## src/rtl/ifu_prefetch.sv

```systemverilog
// ifu_prefetch: instruction prefetcher with bounded outstanding bus requests and an IF->ID queue.
// Optional macro IFU_BYPASS_EN forwards a response straight to ID when the queue is empty.
module ifu_prefetch #(
   parameter int unsigned  QUEUE_DEPTH     = 4,
   parameter int unsigned  MAX_OUTSTANDING = 2,
   parameter logic [31:0]  RESET_PC        = 32'h1c00_0000,
   localparam int unsigned IF2ID_LEN       = 81
) (
   input  logic                 clk,
   input  logic                 resetn,
   input  logic                 flush,
   input  logic [31:0]          flush_target,
   input  logic                 br_taken,
   input  logic [31:0]          br_target,
   input  logic                 br_stall,
   input  logic                 id_allowin,
   output logic                 inst_sram_req,
   output logic                 inst_sram_wr,
   output logic [1:0]           inst_sram_size,
   output logic [31:0]          inst_sram_addr,
   output logic [3:0]           inst_sram_wstrb,
   output logic [31:0]          inst_sram_wdata,
   input  logic                 inst_sram_addr_ok,
   input  logic                 inst_sram_data_ok,
   input  logic [31:0]          inst_sram_rdata,
   output logic [31:0]          mmu_vaddr,
   input  logic [31:0]          mmu_paddr,
   input  logic                 mmu_ex,
   input  logic [5:0]           mmu_ecode,
   output logic                 if_to_id_valid,
   output logic [IF2ID_LEN-1:0] if_to_id_zip
);
   localparam int unsigned QW  = $clog2(QUEUE_DEPTH);
   localparam int unsigned CW  = QW + 1;
   localparam int unsigned OW  = $clog2(MAX_OUTSTANDING) + 1;
   localparam int unsigned PW  = (MAX_OUTSTANDING > 1) ? $clog2(MAX_OUTSTANDING) : 1;
   localparam logic [31:0] NOP = 32'h0280_0000;

   logic [IF2ID_LEN-1:0] q_mem [QUEUE_DEPTH];
   logic [QW-1:0]        q_rd, q_wr;
   logic [CW-1:0]        q_cnt;
   logic [31:0]          pc_mem [MAX_OUTSTANDING];
   logic [PW-1:0]        pc_rd, pc_wr;
   logic [OW-1:0]        outstanding, outstanding_next, discard;
   logic [31:0]          fetch_pc;
   logic                 ex_pending;

   logic                 id_ready, redirect, issue, resp_keep, ex_push, push, pop;
   logic                 q_empty, q_full;
   logic [31:0]          target;
   logic [IF2ID_LEN-1:0] resp_entry, ex_entry, push_data;
`ifdef IFU_BYPASS_EN
   logic                 bypass;
`endif

   function automatic logic [PW-1:0] pc_inc(input logic [PW-1:0] p);
      return (p == PW'(MAX_OUTSTANDING - 1)) ? '0 : p + 1'b1;
   endfunction

   assign inst_sram_wr    = 1'b0;
   assign inst_sram_size  = 2'b10;
   assign inst_sram_wstrb = '0;
   assign inst_sram_wdata = '0;
   assign inst_sram_addr  = mmu_paddr;
   assign mmu_vaddr       = fetch_pc;

   always_comb begin
      id_ready = id_allowin & ~br_stall;
      redirect = flush | br_taken;
      target   = flush ? flush_target : br_target;
      q_empty  = (q_cnt == '0);
      q_full   = (q_cnt == CW'(QUEUE_DEPTH));
      // Counting in-flight requests against the queue keeps a slot reserved for every response.
      inst_sram_req = resetn & ~redirect & ~ex_pending & ~mmu_ex
                    & (outstanding < OW'(MAX_OUTSTANDING))
                    & ((32'(outstanding) + 32'(q_cnt)) < QUEUE_DEPTH);
      issue            = inst_sram_req & inst_sram_addr_ok;
      outstanding_next = outstanding + OW'(issue) - OW'(inst_sram_data_ok);
      resp_entry = {inst_sram_rdata, pc_mem[pc_rd], 17'b0};
      ex_entry   = {NOP, fetch_pc, 1'b1, mmu_ecode, 9'b0, 1'b0};
      resp_keep  = inst_sram_data_ok & (discard == '0) & ~redirect;
      ex_push    = mmu_ex & ~ex_pending & (outstanding == '0) & ~q_full & ~redirect;
      push_data  = resp_keep ? resp_entry : ex_entry;
`ifdef IFU_BYPASS_EN
      bypass         = resetn & resp_keep & q_empty;
      push           = (resp_keep & ~(bypass & id_ready)) | ex_push;
      pop            = ~q_empty & ~redirect & id_ready;
      if_to_id_valid = (~q_empty & ~redirect) | bypass;
      if_to_id_zip   = bypass ? resp_entry : q_mem[q_rd];
`else
      push           = resp_keep | ex_push;
      pop            = ~q_empty & ~redirect & id_ready;
      if_to_id_valid = ~q_empty & ~redirect;
      if_to_id_zip   = q_mem[q_rd];
`endif
   end

   always_ff @(posedge clk or negedge resetn) begin
      if (!resetn) begin
         fetch_pc    <= RESET_PC;
         ex_pending  <= 1'b0;
         outstanding <= '0;
         discard     <= '0;
         q_rd        <= '0;
         q_wr        <= '0;
         q_cnt       <= '0;
         pc_rd       <= '0;
         pc_wr       <= '0;
         for (int unsigned i = 0; i < QUEUE_DEPTH; i++) q_mem[QW'(i)] <= '0;
         for (int unsigned i = 0; i < MAX_OUTSTANDING; i++) pc_mem[PW'(i)] <= '0;
      end else begin
         outstanding <= outstanding_next;
         if (issue) begin
            pc_mem[pc_wr] <= fetch_pc;
            pc_wr         <= pc_inc(pc_wr);
         end
         // The PC FIFO keeps draining across redirects so cancelled responses stay aligned.
         if (inst_sram_data_ok) pc_rd <= pc_inc(pc_rd);
         if (redirect) begin
            fetch_pc   <= target;
            ex_pending <= 1'b0;
            discard    <= outstanding_next;
            q_rd       <= '0;
            q_wr       <= '0;
            q_cnt      <= '0;
         end else begin
            if (issue) fetch_pc <= fetch_pc + 32'd4;
            if (ex_push) ex_pending <= 1'b1;
            if (inst_sram_data_ok && discard != '0) discard <= discard - 1'b1;
            if (push) begin
               q_mem[q_wr] <= push_data;
               q_wr        <= q_wr + 1'b1;
            end
            if (pop) q_rd <= q_rd + 1'b1;
            q_cnt <= q_cnt + CW'(push) - CW'(pop);
         end
      end
   end
endmodule

```

## config.mk

```make
export PLATFORM = sky130hd
export DESIGN_NAME = ifu_prefetch
export DESIGN_NICKNAME = d
export VERILOG_FILES = /design/src/rtl/ifu_prefetch.sv
export SDC_FILE = /design/constraint.sdc
export NUM_CORES = 1
export LEC_CHECK = 0
export ABC_AREA = 1
export BUFFER_PORTS_ARGS = -buffer_cell sky130_fd_sc_hd__buf_2
export CAP_MARGIN = 20
export CORE_MARGIN = 2
export CORE_UTILIZATION = 61
export DETAILED_ROUTE_END_ITERATION = 12
export HOLD_SLACK_MARGIN = 0.08
export PLACE_DENSITY = 0.88
export SETUP_SLACK_MARGIN = 0.5
export SLEW_MARGIN = 20
export SYNTH_ARGS = -nofsm -noshare
export SYNTH_HDL_FRONTEND = slang
export SYNTH_SLANG_ARGS = --single-unit
```

## constraint.sdc

```tcl
create_clock -name clk -period 5 [get_ports clk]
set_input_delay 0 -clock clk [delete_from_list [all_inputs] [get_ports clk]]
set_output_delay 0 -clock clk [all_outputs]
set_load 0.005 [all_outputs]
```

## Word-level counts from Yosys, hierarchy flattened

Cells that the tools add are included.

| storage, ports and cells | value |
|---|---|
| output and inout port bits | 186 |
| memory bits (read-only) | 0 |
| input port bits | 143 |
| memory bits (writable) | 0 |
| logic and storage cells | 102 |
| register bits | 434 |
| latch bits | 0 |
| memories | 0 |

| cells by class | value |
|---|---|
| muxes and demuxes | 27 |
| order comparisons | 8 |
| divide/modulo/power cells | 0 |
| reduce and logical (&&, ||, !) cells | 13 |
| bitwise gates (word level) | 27 |
| $mul | 0 |
| equality and inequality tests | 1 |
| shifts and indexed selects | 0 |
| add/subtract/negate cells | 11 |

Operators with widths:

| kind | number |
|---|---|
| 324-bit bitwise mux | 1 |
| 81-bit 2-to-1 mux | 4 |
| 32-bit 2-to-1 mux | 7 |
| 81-bit binary-select mux with 2-bit select | 1 |
| 81-bit demux with 2-bit select | 1 |
| 64-bit bitwise mux | 1 |
| 32-bit by 3-bit adder with 32-bit output, second input constant | 1 |
| 32-bit demux with 1-bit select | 1 |
| 1-bit bitwise AND | 15 |
| 2-bit 2-to-1 mux | 6 |
| 2-bit nonzero test | 6 |
| 3-bit >= comparator, second input constant | 2 |
| 1-bit NOT | 6 |
| 2-bit NOT with 3-bit output | 2 |
| 2-bit by 1-bit adder with 2-bit output, second input constant | 2 |
| 2-bit by 3-bit adder with 4-bit output | 1 |
| 2-bit >= comparator, second input constant | 2 |
| 2-bit zero test | 2 |
| 4-bit by 3-bit less-than comparator with 1-bit output, second input constant | 1 |
| 1-bit 2-to-1 mux | 4 |
| 1-bit NOT with 2-bit output | 2 |
| 3-bit by 1-bit adder with 3-bit output | 1 |
| 3-bit equality test, second input constant | 1 |
| 1-bit logical AND | 3 |
| other kinds (12) | 14 |

## Logic depth before layout (Yosys ltp)

Gate-level depths: netlist of run 1.

| depth | value |
|---|---|
| depth in word-level cells | 11 |
| mapped depth | 13 |
| gate-level depth less buffers | 12 |

## Worst setup path after synthesis of run 1

OpenSTA, ideal clock, no wires.

| timing path | value |
|---|---|
| path kind | reg-to-reg |
| start point | register discard[0] |
| end point | register q_cnt[2] |
| slack | 2.633 ns |
| library setup time | 0.132 ns |
| cell stages (with the launch flop) | 14 |
| period minus slack after synthesis | 2.367 ns |
| required time | 4.868 ns |
| path buffers | 1 |
| arrival time | 2.236 ns |
| cell sequence | dfrtp_1 inv_1 ha_1 nand3_4 inv_2 clkbuf_1 nor2_1 ha_1 inv_1 ha_1 inv_1 fa_1 xor2_1 nor2_1 |

| on the way | value |
|---|---|
| longest elaborated chain between the ends | 7 |

RTL lines:

| item | line | source |
|---|---|---|
| from (decl) | 44 | `logic [OW-1:0] outstanding, outstanding_next, discard;` |
| from (signal assigned) | 122 | `discard <= outstanding_next;` |
| from (signal assigned) | 129 | `if (inst_sram_data_ok && discard != '0) discard <= discard - 1'b1;` |
| 2-bit zero test | 81 | `resp_keep = inst_sram_data_ok & (discard == '0) & ~redirect;` |
| 1-bit bitwise AND (2 in series) | 81 |  |
| 1-bit bitwise OR | 91 | `push = resp_keep \| ex_push;` |
| 3-bit by 1-bit adder with 3-bit output | 135 | `q_cnt <= q_cnt + CW'(push) - CW'(pop);` |
| 3-bit by 1-bit subtractor with 3-bit output | 135 |  |
| 3-bit 2-to-1 mux | 119 | `if (redirect) begin` |
| to (signal assigned) | 135 |  |
| to (decl) | 41 | `logic [CW-1:0] q_cnt;` |

No other way between the ends.
A chain may end at the register's enable or synchronous reset.

## Final worst setup path of run 1

| timing path | value |
|---|---|
| start point | register q_rd[0] |
| end point | output if_to_id_zip[76] |

| on the way | value |
|---|---|
| longest elaborated chain between the ends | 4 |

RTL lines:

| item | line | source |
|---|---|---|
| from (decl) | 40 | `logic [QW-1:0] q_rd, q_wr;` |
| from (signal assigned) | 134 | `if (pop) q_rd <= q_rd + 1'b1;` |
| 2-bit NOT with 3-bit output (implied by the code) | 94 | `if_to_id_zip = q_mem[q_rd];` |
| 81-bit binary-select mux with 2-bit select | 94 |  |
| 81-bit 2-to-1 mux (implied by the code) (2 in series) | 94 |  |
| to (decl) | 31 | `output logic [IF2ID_LEN-1:0] if_to_id_zip` |

No other way between the ends. The select of a mux whose other input is x is not followed.

==> metrics, run 1 <==
Post CTS Setup Buffer Count 0; Worst IR Drop VDD 0.267 mV; # rows 65; number of global-route vias before repair 19,200; Fillers 2,235; setup TNS 0 ns; period utilisation layout 64.4%; initial antenna violation count 0; most common cell after layout, fill and taps aside nand2_1; DRT antenna net count 0; CTS Sinks 394; M3 GR Usage 7.33%; clock buffer depth 3; CP delay by family, top buffers and inverters; CTS HTree Levels 2; Clk pin slew, worst setup/hold paths 0.06 ns; Ys Warns 0; Worst Setup SP q_rd[0]$_DFFE_PN0P_; Die Y 184 µm; synthesized flop and latch total 394; Post-synth ARST share 100%; worst r2r src q_cnt[1]$_DFF_PN0_; P_sw 3.01 mW; switching share of power 30.9%; n_diodes 0; drt wl/cell 17.9 µm; die area 33,900 µm²; GRT Total Usage 35.7%; power density over the cells 414 nW/µm²; Design Area, Final 23,600 µm²; Pre-antenna DRT Iters 6; max_slew headroom 31.7%; share of layout cells above drive strength 1 11.3%; Design Power 9.75 mW; sequential fraction of the synthesis area 49.8%; first-pass GRT wire length 96.6 mm; Clk pwr share 34.0%; Cells after Synth 2,658; Final Util 74.1%; Int Pwr 6.74 mW; critical path's slowest cell dfrtp_4; Boundary Pins 329; number of flops mapped to enable cells by yosys 0; DRT iter0 DRCs 2,134; total via count in the routed design 19,600; Die X 184 µm; most frequent cells in the layout 1,076 x nand2_1, 388 x dfrtp_1, 281 x nor2_1; cts hold-fix bufs 152; gr ovfl total 0; Skew-Pair Late Insertion Delay 0.54 ns; RSZ-0062 raised after global routing false; Vias per Instance 5.82; Worst path max stage delay 0.84 ns; synthesis-to-finish area growth 19.0%; post-CTS sizing 0; fmax 310 MHz; Root Buffer clkbuf_16; final WL 60.3 mm; Final HPWL DP 33.0 mm; largest net degree at the start of global routing 175; status complete, no violations; prevailing post-synth register cell dfrtp_1; # nets final 3,059; Worst Hold Class input port to asynchronous set/reset pin; CP Data Arrival Time 3.22 ns; worst hold slack 0.0952 ns; Final Critical Period 3.22 ns; # setup viols final 0; Most Crowded Layer GR met2; Max Cap Viol 0; Netlist cell types 38; Leakage 12.7 nW; Placed Area 20,500 µm²; initial core utilization 62.3%; GP Congestion 0.911; Gate power share 22.7%; CP Max Fanout 60; Setup Skew 0.0189 ns; DRC viols 0; Buf+Inv Stages, Crit Path 3; worst-margin pin slew 1.02 ns; CTS tree built; met1 Usage GRT 47.2%; Setup CP Type flip-flop to output pin; # port buffers 215; Slew Viols, Final 0; core area 31,800 µm²; CP cell instances clkinv_2 > buf_4 > o21ai_0 > o22ai_1 > buf_2; final-report hold violation count 0; Post-Syn Area 19,800 µm²; synthesized area per cell 7.45 µm²; CP Launch Type flip-flop; CTS Buf Count 42; Required @ worst endpoint 5.00 ns; Seq pwr share 43.3%; met2 GRT Util 56.8%; Crit. End Element output pin
[area by class of cell]
cell class	count	area, µm²	area share (%)
Sequential cell	394	9870	41.9
Multi-Input combinational cell	1936	8330	35.3
Timing Repair Buffer	390	2820	11.9
Clock buffer	61	1260	5.33
Tap cell	435	544	2.31
Inverter	140	529	2.25
Clock inverter	14	228	0.966
[worst register-to-register path: cells and delay by family (launching register included)]
family	cells	cell delay [ns]
and+or+nand+nor	6	1.28
buffers and inverters	2	0.93
AOI/OAI and AO/OA	1	0.14
DFF	1	0.44
adders and majority gates	1	0.31
[per-layer routing]
metal  wire, µm  vias to the layer above  part of all wire [%]
met5          0                        -                     0
met4       2330                        0                   3.9
met3       6650                      193                    11
met2      28100                     1376                    47
met1      23200                     9267                    38
li1           -                     8764                     -
[synth_stat cells (all sizes together) (2+ instances only)]
cell type,number,area [µm²]
o211ai,36,270
ha,11,138
nand2,1080,4060
or2,2,12.5
dfstp,3,78.8
a22oi,2,15.0
clkbuf,108,405
dfrtp,391,9780
nand3,49,270
conb,2,7.51
nand3b,2,15.0
inv,139,524
xnor2,3,26.3
xor2,5,43.8
o21ai,282,1420
a21oi,48,240
o22ai,75,469
nor2,286,1110
buf,127,855
[power groups by stage]
stage	clock network, mW	logic, mW	registers, mW
6_report	3.31	2.21	4.22
5_1_grt	3.49	2.47	4.29
4_1_cts	3.33	2.15	4.20
3_5_place_dp	0	2.01	4.24
3_3_place_gp	0	1.94	4.21
2_1_floorplan	0	1.30	4.13
[state kept, by name, summed over array words and instances (netlist names), 2 cells and up]
register,count
q_rd,2
pc_mem,64
outstanding,2
q_cnt,3
q_mem,284
discard,2
q_wr,2
mmu_vaddr,32
[kinds of logic after synthesis]
group / share of synthesized area (%)
simple gates: 27.7
compound gates: 12.2
flops: 49.8
buf+inv: 9.03
fa+ha+maj: 0.796
xor+xnor: 0.354
other cells: 0.0379
[metrics by stage]
step	std cells	worst slack (ns)
final	3370	1.78
after global routing	3370	1.65
after CTS	3369	1.87
after detailed placement	3142	1.76
after global placement	3142	1.89
after floorplan	2705	2.63
[worst paths after layout]
check	end	slack, ns	depth (start not counted)
setup / recovery	if_to_id_zip[76]	1.78	5
hold reg to reg	q_mem[227]$_DFFE_PN0P_	0.47	2
setup reg to reg	mmu_vaddr[13]$_DFFE_PN0P_	1.86	10
hold / removal	q_mem[13]$_DFFE_PN0P_	0.1	3
max in group asynchronous	mmu_vaddr[31]$_DFFE_PN0P_	3.23	4
min in group clk	discard[0]$_DFFE_PN0P_	0.30	4
Power figures use the tool's default switching activity.
==> inputs of run 2 (changes only) <==
--- a/config.mk
+++ b/config.mk
@@ -5,14 +5,14 @@
 export SDC_FILE = /design/constraint.sdc
 export NUM_CORES = 1
 export LEC_CHECK = 0
-export ABC_AREA = 1
+export ABC_AREA = 0
 export BUFFER_PORTS_ARGS = -buffer_cell sky130_fd_sc_hd__buf_2
 export CAP_MARGIN = 20
 export CORE_MARGIN = 2
-export CORE_UTILIZATION = 61
+export CORE_UTILIZATION = 51
 export DETAILED_ROUTE_END_ITERATION = 12
 export HOLD_SLACK_MARGIN = 0.08
-export PLACE_DENSITY = 0.88
+export PLACE_DENSITY = 0.8
 export SETUP_SLACK_MARGIN = 0.5
 export SLEW_MARGIN = 20
 export SYNTH_ARGS = -nofsm -noshare
==> constraint.sdc (replaced) <==
create_clock -name clk -period 2.71 [get_ports clk]
set_input_delay 0 -clock clk [delete_from_list [all_inputs] [get_ports clk]]
set_output_delay 0 -clock clk [all_outputs]
set_load 0.005 [all_outputs]
==> run 2 against run 1 <==
  * Total power is 80% higher
  * Sequential power is 84% higher
  * Largest power group unchanged
  * Die area is 12% higher
  * Sequential share of layout area is 0.75 points higher
  * Critical path type is now flip-flop to flip-flop
  * Clock power is 72% higher
  * First-iteration DRC count is 50% lower
  * Via count is 32% lower
  * Clock-buffer cell count is 2 higher
  * Worst hold slack better by 0.017 ns
  * Setup slack worse by 1.4 ns
==> metrics, run 2 <==
status complete, no violations (unchanged); DRC viols 0 (unchanged); Synth area leader dfrtp_1 (unchanged); Int Pwr 12.6 mW (was 6.74 mW); Placed Area 19,900 µm² (was 20,500 µm²); CTS tree built (unchanged); most common cell after layout, fill and taps aside dfrtp_1 (was nand2_1); Pre-antenna DRT Iters 5 (was 6); Seq pwr share 44.3% (was 43.3%); CTS Buf Count 43 (was 42); synthesized flop and latch total 394 (unchanged); # port buffers 215 (unchanged); Die X 195 µm (was 184 µm); Design Power 17.5 mW (was 9.75 mW); Worst path max stage delay 0.43 ns (was 0.84 ns); DRT iter0 DRCs 1,071 (was 2,134); final std cells w/o fill 2,232 (was 3,370); Final HPWL DP 28.6 mm (was 33.0 mm); Post-synth ARST share 100% (unchanged); Max Cap Viol 0 (unchanged); # nets final 1,889 (was 3,059); max reg flops 284 (unchanged); die area 38,100 µm² (was 33,900 µm²); RSZ-0062 raised after global routing true (was false); largest net degree at the start of global routing 183 (was 175); most frequent cells in the layout 377 x dfrtp_1, 214 x buf_2, 207 x mux2_2 (was 1,076 x nand2_1, 388 x dfrtp_1, 281 x nor2_1); Netlist cell types 59 (was 38); Skew-Pair Late Insertion Delay 0.56 ns (was 0.54 ns); power density over the cells 755 nW/µm² (was 414 nW/µm²); Post-synth top cells 391 x dfrtp_1, 207 x mux2_2, 121 x a22o_1 (was 1,076 x nand2_1, 391 x dfrtp_1, 281 x nor2_1); Final Util 64.0% (was 74.1%); fmax 426 MHz; # setup viols final 0 (unchanged); worst-case reg-to-reg path depth 8 (was 10); core area 36,300 µm² (was 31,800 µm²); Top Layer Used met4 (unchanged); period utilisation layout 86.6%; post-synth top area share 52.5% (was 49.4%); total via count in the routed design 13,400 (was 19,600); Inst Count DP 1,994 (was 3,142); synthesized area per cell 13.2 µm² (was 7.45 µm²); Design Area, Final 23,200 µm² (was 23,600 µm²); sequential fraction of the synthesis area 52.9% (was 49.8%); DR WL met2 24.4 mm (was 28.1 mm); Crit. End Element flip-flop (was output pin); Post-Syn Area 18,600 µm² (was 19,800 µm²); prevailing post-synth register cell dfrtp_1 (unchanged); share of layout cells above drive strength 1 38.5% (was 11.3%); Leakage 10.9 nW (was 12.7 nW); CP Data Arrival Time 2.78 ns (was 3.22 ns); final-report hold violation count 0 (unchanged); worst-margin pin slew 1.02 ns (about the same); synthesis-to-finish area growth 24.5% (was 19.0%); Ys Warns 0 (unchanged); initial core utilization 51.4% (was 62.3%); drt wl/cell 22.3 µm (was 17.9 µm); Final Critical Period 2.35 ns; routed wl met3 3.66 mm (was 6.65 mm); DRT antenna net count 0 (unchanged); GP Congestion 0.849 (was 0.911); Gate power share 23.1% (was 22.7%); Boundary Pins 329 (unchanged); CTS Sinks 394 (unchanged); Vias per Instance 6.01 (was 5.82); most common cell in the netlist dfrtp_1 (was nand2_1); final WL 49.9 mm (was 60.3 mm); Required @ worst endpoint 3.15 ns (was 5.00 ns); Die Y 195 µm (was 184 µm); CP cell instances buf_4 > nor4_4 > and4_4 > clkinv_8 > buf_4 > nor3_2 > a211oi_1 > a211oi_1 (was clkinv_2 > buf_4 > o21ai_0 > o22ai_1 > buf_2); Clk pwr share 32.5% (was 34.0%); Worst IR Drop VDD 0.505 mV (was 0.267 mV); DRT met1 WL 20.3 mm (was 23.2 mm); Worst Hold Path Cells 5; gr ovfl total 0 (unchanged); Root Buffer clkbuf_16 (unchanged); initial antenna violation count 2 (was 0); Slew Viols, Final 0 (unchanged); Setup Skew 0.0225 ns (was 0.0189 ns); setup TNS 0 ns (unchanged); first-pass GRT wire length 77.3 mm (was 96.6 mm); synth top area cells dfrtp_1 52%, mux2_2 13%, mux4_2 8.6% (was dfrtp_1 49%, nand2_1 20%, o21ai_0 5.8%); switching share of power 28.1% (was 30.9%); P_sw 4.91 mW (was 3.01 mW); CTS HTree Levels 2 (unchanged); critical path's slowest cell dfrtp_2 (was dfrtp_4); clock buffer depth 3 (unchanged); CP Max Fanout 6 (was 60); # rows 70 (was 65); number of flops mapped to enable cells by yosys 0 (unchanged); Setup CP Type flip-flop to flip-flop (was flip-flop to output pin); number of global-route vias before repair 13,800 (was 19,200); CP Launch Type flip-flop (unchanged); Clk pin slew, worst setup/hold paths 0.06 ns (about the same); Most flops, register q_mem (unchanged); Worst Hold Class input port to flip-flop (was input port to asynchronous set/reset pin); Cells after Synth 1,407 (was 2,658); max_slew headroom 32.2% (was 31.7%); GRT Total Usage 25.6% (was 35.7%)
==> run 2: cell count changes in the layout (fill, tap and decap cells not counted), moves of 27 or more <==
cell and delta:
mux4_2 +71, a21oi_1 -27, o211ai_1 -34, nand2_1 -1001, o21ai_1 -50, nand3_1 -32
nor2_1 -259, inv_1 -125, o21ai_0 -173, mux2_2 +207, a22o_1 +121, mux2i_1 +41
o22ai_1 -72
==> run 2: power by group through the flow <==
stage	Combinational (mW)	Sequential, mW	Clock, mW
floorplan	2.54	7.49	0
global placement	3.58	7.73	0
detailed placement	3.72	7.80	0
CTS	3.96	7.72	5.79
global route	4.38	7.88	6.02
finish	4.06	7.76	5.70
==> run 2: path summary, 6_finish.rpt <==
check,start,endpoint,slack (ns)
min in group asynchronous,resetn,q_mem[96]$_DFFE_PN0P_,0.19
min,br_taken,q_rd[0]$_DFFE_PN0P_,0.11
max,outstanding[1]$_DFF_PN0_,mmu_vaddr[25]$_DFFE_PN0P_,0.36
min reg2reg,q_mem[15]$_DFFE_PN0P_,q_mem[15]$_DFFE_PN0P_,0.48
max reg2reg,outstanding[1]$_DFF_PN0_,mmu_vaddr[25]$_DFFE_PN0P_,0.36
max in group asynchronous,resetn,q_mem[280]$_DFFE_PN0P_,1.06
==> run 2: layer usage <==
metal	vias to the layer above	track usage, %
li1	5718	-
met3	154	4.42
met4	0	8.68
met5	-	0
met1	6849	34.9
met2	683	42.0
==> run 2: stage by stage <==
step | hold slack (ns) | setup slack (ns)
finish | 0.113 | 0.364
detailed placement | 0.0000346 | 0.237
CTS | 0.0850 | 0.347
global placement | 0.0000346 | 0.319
floorplan | -0.296 | 0.384
global route | 0.120 | 0.282
==> run 2: critical path: cells and delay by family (launching register included) <==
family | cells | cell delay (ns)
flops | 1 | 0.43
compound gates | 2 | 0.43
buf+inv | 3 | 0.44
simple gates | 3 | 0.91
==> run 2: layout make-up <==
type | count | area [µm²]
Antenna cell | 2 | 5.00
Clock buffer | 63 | 1260
Clock inverter | 10 | 105
Fill cell | 2591 | 13100
Inverter | 13 | 66.3
Multi-Input combinational cell | 861 | 8110
Sequential cell | 394 | 9890
Tap cell | 468 | 586
Timing Repair Buffer | 420 | 3170
Timing Repair inverter | 1 | 8.76
==> run 2: timing repair <==
action	CTS	global route
resized for setup	20	45
endpoints found under the hold margin	562	0
pin swaps	2	8
endpoints found under the setup margin	218	191
gates cloned	0	2
buffers inserted	6	11
hold buffers	144	0
==> run 2: cell families (layout without fill, tap and decap cells) <==
logic type	count (synthesis)	in the layout	synth area share, %
AND/OR/NAND/NOR	200	200	5.40
XOR/XNOR	21	21	0.987
adder cells (fa/ha/maj)	12	12	0.846
buffers and inverters	199	507	6.05
multiplexers	327	327	23.8
AO/OA/AOI/OAI	252	252	9.99
other	2	51	0.0403
flip-flops	394	394	52.9
